<file path="config.mk">
export PLATFORM = sky130hd
export DESIGN_NAME = mac_dot_seq
export DESIGN_NICKNAME = d
export VERILOG_FILES = /design/src/rtl/mac_dot_seq.sv
export SDC_FILE = /design/constraint.sdc
export NUM_CORES = 1
export LEC_CHECK = 0
export CAP_MARGIN = 20
export CORE_MARGIN = 2
export CORE_UTILIZATION = 47
export CTS_CLUSTER_SIZE = 14
export DETAILED_ROUTE_END_ITERATION = 8
export PLACE_DENSITY = 0.86
export SLEW_MARGIN = 15
export SYNTH_ARGS = -nofsm -noshare
export SYNTH_HDL_FRONTEND = slang
export SYNTH_SLANG_ARGS = --single-unit
</file>
<file path="constraint.sdc">
create_clock -name clk -period 2.8 [get_ports clk]
set_input_delay 0.28 -clock clk [delete_from_list [all_inputs] [get_ports clk]]
set_output_delay 0.28 -clock clk [all_outputs]
set_load 0.02 [all_outputs]
</file>
<file path="src/rtl/mac_dot_seq.sv">
// Sequencer that streams operand pairs through an external pipelined MAC and
// reduces MAC_LAT interleaved partial sums into one unsigned dot product per job.
module mac_dot_seq #(
    parameter int unsigned LEN_W   = 8,
    parameter int unsigned MAC_LAT = 3
) (
    input  logic             clk,
    input  logic             rst,
    input  logic             start,
    input  logic [LEN_W-1:0] len,
    output logic             busy,
    input  logic             in_valid,
    output logic             in_ready,
    input  logic [15:0]      in_a,
    input  logic [15:0]      in_b,
    output logic [15:0]      mac_a,
    output logic [15:0]      mac_b,
    output logic [31:0]      mac_acc,
    input  logic [31:0]      mac_out,
    output logic             res_valid,
    input  logic             res_ready,
    output logic [31:0]      res_data
);

    localparam int unsigned AW = 32;
    localparam int unsigned PW = $clog2(MAC_LAT + 1);

    typedef enum logic [2:0] {
        S_INIT,
        S_IDLE,
        S_RUN,
        S_DRAIN,
        S_DONE
    } state_t;

    state_t           state_q;
    logic [LEN_W-1:0] len_q;
    logic [LEN_W-1:0] count_q;
    logic [PW-1:0]    phase_q;
    logic [AW-1:0]    red_q;
    logic [AW-1:0]    red_d;
    logic [AW-1:0]    res_data_q;
    logic             accept;
    logic             phase_last;

    assign accept     = (state_q == S_RUN) && in_valid;
    assign phase_last = (phase_q == PW'(MAC_LAT - 1));
    assign red_d      = red_q + mac_out;

    // Only RUN drives real operands; every other state issues zero ops with acc=0.
    assign mac_a   = accept ? in_a : '0;
    assign mac_b   = accept ? in_b : '0;
    assign mac_acc = (state_q == S_RUN) ? mac_out : '0;

    assign busy      = (state_q != S_IDLE);
    assign in_ready  = (state_q == S_RUN);
    assign res_valid = (state_q == S_DONE);
    assign res_data  = res_data_q;

    always_ff @(posedge clk or posedge rst) begin
        if (rst) begin
            state_q    <= S_INIT;
            len_q      <= '0;
            count_q    <= '0;
            phase_q    <= '0;
            red_q      <= '0;
            res_data_q <= '0;
        end else begin
            case (state_q)
                S_INIT: begin
                    if (phase_last) begin
                        phase_q <= '0;
                        state_q <= S_IDLE;
                    end else begin
                        phase_q <= phase_q + PW'(1);
                    end
                end
                S_IDLE: begin
                    if (start) begin
                        len_q   <= len;
                        count_q <= '0;
                        red_q   <= '0;
                        phase_q <= '0;
                        state_q <= (len == '0) ? S_DRAIN : S_RUN;
                    end
                end
                S_RUN: begin
                    if (accept) begin
                        count_q <= count_q + LEN_W'(1);
                        if (count_q == len_q - LEN_W'(1)) begin
                            state_q <= S_DRAIN;
                        end
                    end
                end
                S_DRAIN: begin
                    // The last op of each circulating slot lands here, one slot per cycle.
                    red_q <= red_d;
                    if (phase_last) begin
                        phase_q    <= '0;
                        res_data_q <= red_d;
                        state_q    <= S_DONE;
                    end else begin
                        phase_q <= phase_q + PW'(1);
                    end
                end
                S_DONE: begin
                    if (res_ready) begin
                        state_q <= S_IDLE;
                    end
                end
                default: state_q <= S_INIT;
            endcase
        end
    end

endmodule

</file>
==> reports/results.tsv <==
stage	metric	value	unit
synth	syn nets	741	
synth	number of unique standard cell types used by synthesis	55	
placement	dpl cells	963	
clock_tree	clock-pin slew on the worst setup and hold paths	0.06	ns
cells_and_area	Post-Layout Cell Count	981	
pwr	Leak Pwr	0.003794	uW
cells_and_area	Area Growth Syn to Fin	47.11	%
worst_hold_path	Hold Path Class	in -> async	
route	drt total wl	16.80	mm
cells_and_area	layout cells sized above 1	12.65	%
synth	flip-flop and latch count after synthesis	85	
run	max cap viols	0	
global_routing	number of global-route vias before repair	5589	
critical_path	CP Launch Type	register	
cells_and_area	multi-input logic area	0.003333	mm^2
synth	syn_area_per_cell	8.816	um^2
cells_and_area	commonest non-fill, non-tap cell in the layout	clkdlybuf4s50_1	
floorplanning	Rows	39	
route	wire length per cell	17.12	um
route	ANT nets after route	0	
pwr	sequential share of power	23.8	%
clock_tree	H-Tree Depth	3	
timing	Fmax achieved	367.7	MHz
cells_and_area	commonest cells after routing, fill and taps aside	clkdlybuf4s50_1, dfrtp_1, nand2_1	
floorplanning	CORE AREA	0.01147	mm^2
timing	Max Slew Vio Count	0	
route	Iter 0 DRT Violations	287	
cells_and_area	n_diodes	0	
critical_path	Setup crit end kind	register	
floorplanning	boundary pin count	176	
critical_path	Max FO, Critical Path	3	
timing	final setup fails	0	
timing	Worst slew margin	31.12	%
synth	main flop type after synthesis	dfrtp_1	
floorplanning	starting density of the core	48.43	%
placement	RD Place Congestion	0.9229	
critical_path	Critical Path Start	red_q[0]$_DFFE_PP0P_	
clock_tree	CTS tree	done	
critical_path	reg-to-reg startpoint	red_q[0]$_DFFE_PP0P_	
floorplanning	Die Span X	112.7	um
clock_tree	CTS buffer count	9	
timing	Final Critical Period	2.720	ns
global_routing	gr usage total	26.21	%
clock_tree	# hold bufs at CTS	0	
cells_and_area	fill cell count	872	
pwr	NetSw	4030	uW
pwr	Clock power frac	12.8	%
timing	Clock Skews	0.006156	ns
synth	Cells after Synth	630	
clock_tree	CTS Root Buffer Type	clkbuf_16	
global_routing	initial antenna violation count	0	
placement	I/O Buffers	175	
synth	sequential-to-total area share from yosys stat	38.30	%
outcome	status	complete, no violations	
synth	mapped cell area	0.005554	mm^2
global_routing	largest net degree at the start of global routing	75	
route	Pre-Repair DR Iteration Count	5	
synth	Post-synth EDFFs	0	
synth	YS warnings	0	
timing	period utilization	97.13	%
timing	Hold Vio Cnt, Final	0	
timing	tightest hold margin	0.1948	ns
timing	Least-Margin Pin Slew	1.033	ns
cells_and_area	Layout Utilization	71.25	%
pwr	Pint	5284	uW
global_routing	first-pass GRT wire length	27.16	mm
pwr	Total Power	9314	uW
pwr	Comb pwr share	63.4	%
clock_tree	clock sink count	85	
pwr	switching share of power	43.27	%
route	Vias/cell	5.636	
route	vias	5529	
critical_path	Worst EP arrival	2.94	ns
clock_tree	clock latency on the worst-skew pair	0.34	ns
global_routing	grt total ovfl	0	
critical_path	Data required, critical path	3.02	ns
pwr	PD cells	1140	mW/mm^2
floorplanning	total die area	0.01270	mm^2
cells_and_area	Final Net Count	944	
synth	ys async rst share	100.0	%
pwr	peak supply drop	710.5	uV
critical_path	Register-to-Register Setup Slack	0.08	ns
route	post-route DRC violation count	0	
floorplanning	Die Span Y	112.7	um
placement	post-DP HPWL	12.41	mm
critical_path	CP Class	reg -> reg	
cells_and_area	Register Area	0.002127	mm^2
clock_tree	clock buffer depth	2	
==> power by group through the flow <==
stage | Sequential (uW) | Combinational, uW | Clock, uW
2_1_floorplan | 2380 | 3200 | 0
3_3_place_gp | 2180 | 5450 | 0
3_5_place_dp | 2230 | 5680 | 0
4_1_cts | 2210 | 5760 | 1210
5_1_grt | 2280 | 6400 | 1270
6_report | 2220 | 5900 | 1190
==> kinds of logic (layout without fill, tap and decap cells) <==
family / count (synthesis) / in the layout / synth area share [%]
muxes: 16 / 16 / 3.176
AOI/OAI and AO/OA: 158 / 158 / 17.95
xor gates and xnor gates: 44 / 44 / 7.186
adders and majority gates: 34 / 34 / 7.795
and+or+nand+nor: 240 / 240 / 21.99
DFF: 85 / 85 / 38.30
buffers and inverters: 53 / 261 / 3.604
==> synth_stat cells (all sizes together), types with 13 or more instances <==
library cell	count	share of area [%]
a21o	18	2.4
a21oi	35	3.2
and2	36	4.1
and3	35	3.9
clkbuf	33	2.2
dfrtp	85	38
ha	33	7.4
inv	17	1.1
mux2	13	2.6
nand2	79	5.3
nand3	26	2.3
nor2	28	1.9
o21ai	60	5.5
xnor2	23	3.6
xor2	20	3.2
==> timing repair <==
item                                    in CTS  in global routing
hold endpoints to repair                     0                  0
pin swaps                                    7                 11
setup buffers                                0                  2
endpoints found under the setup margin       4                 36
gates resized for setup                      5                 17
==> layout make-up <==
class	instances	share of cell area (%)
Clock buffer	13	3.063
Clock inverter	3	0.5513
Inverter	17	0.7963
Multi-Input combinational cell	492	40.80
Sequential cell	85	26.03
Tap cell	143	2.190
Timing Repair Buffer	228	26.57
==> worst max-delay path, cell delays in order, from the launching register on <==
cell and delay (ns):
dfrtp_1 0.39, ha_2 0.18, inv_1 0.07, fa_2 0.23, nor2b_4 0.05, o31a_1 0.27, o21ai_2 0.21, a21o_1 0.17
nor2_1 0.05, or3_4 0.40, a211oi_2 0.21, xnor2_1 0.10, mux2_2 0.27
==> per-stage QoR <==
step | cell area, um^2 | TNS [ns] | worst slack [ns]
global placement | 7755 | -5.011 | -0.3337
CTS | 8071 | -0.01309 | -0.009655
detailed placement | 7755 | -7.665 | -0.4300
floorplan | 5554 | 0 | 0.2736
global route | 8170 | -0.04205 | -0.02534
finish | 8170 | 0 | 0.08041
==> worst paths after layout <==
check                                            to  depth (start not counted)
setup / recovery           res_data[24]$_DFFE_PP0P_                         12
hold / removal                 red_q[6]$_DFFE_PP0P_                          2
setup reg to reg           res_data[24]$_DFFE_PP0P_                         12
hold reg to reg            res_data[30]$_DFFE_PP0P_                          2
max in group asynchronous     red_q[29]$_DFFE_PP0P_                          3
min in group clk           res_data[30]$_DFFE_PP0P_                          2
==> layer usage <==
layer | track usage [%] | wire, um
met1 | 31.68 | 6653
met3 | 4.285 | 1189
met2 | 46.23 | 8576
met4 | 11.30 | 376
met5 | 0 | 0
==> sequential cells by signal, indices dropped and copies added, names as in the netlist <==
| signal | cells |
|---|---|
| count_q | 8 |
| len_q | 8 |
| phase_q | 2 |
| red_q | 32 |
| res_data | 32 |
| state_q | 3 |
No activity file was read; power rests on OpenSTA's default activity.
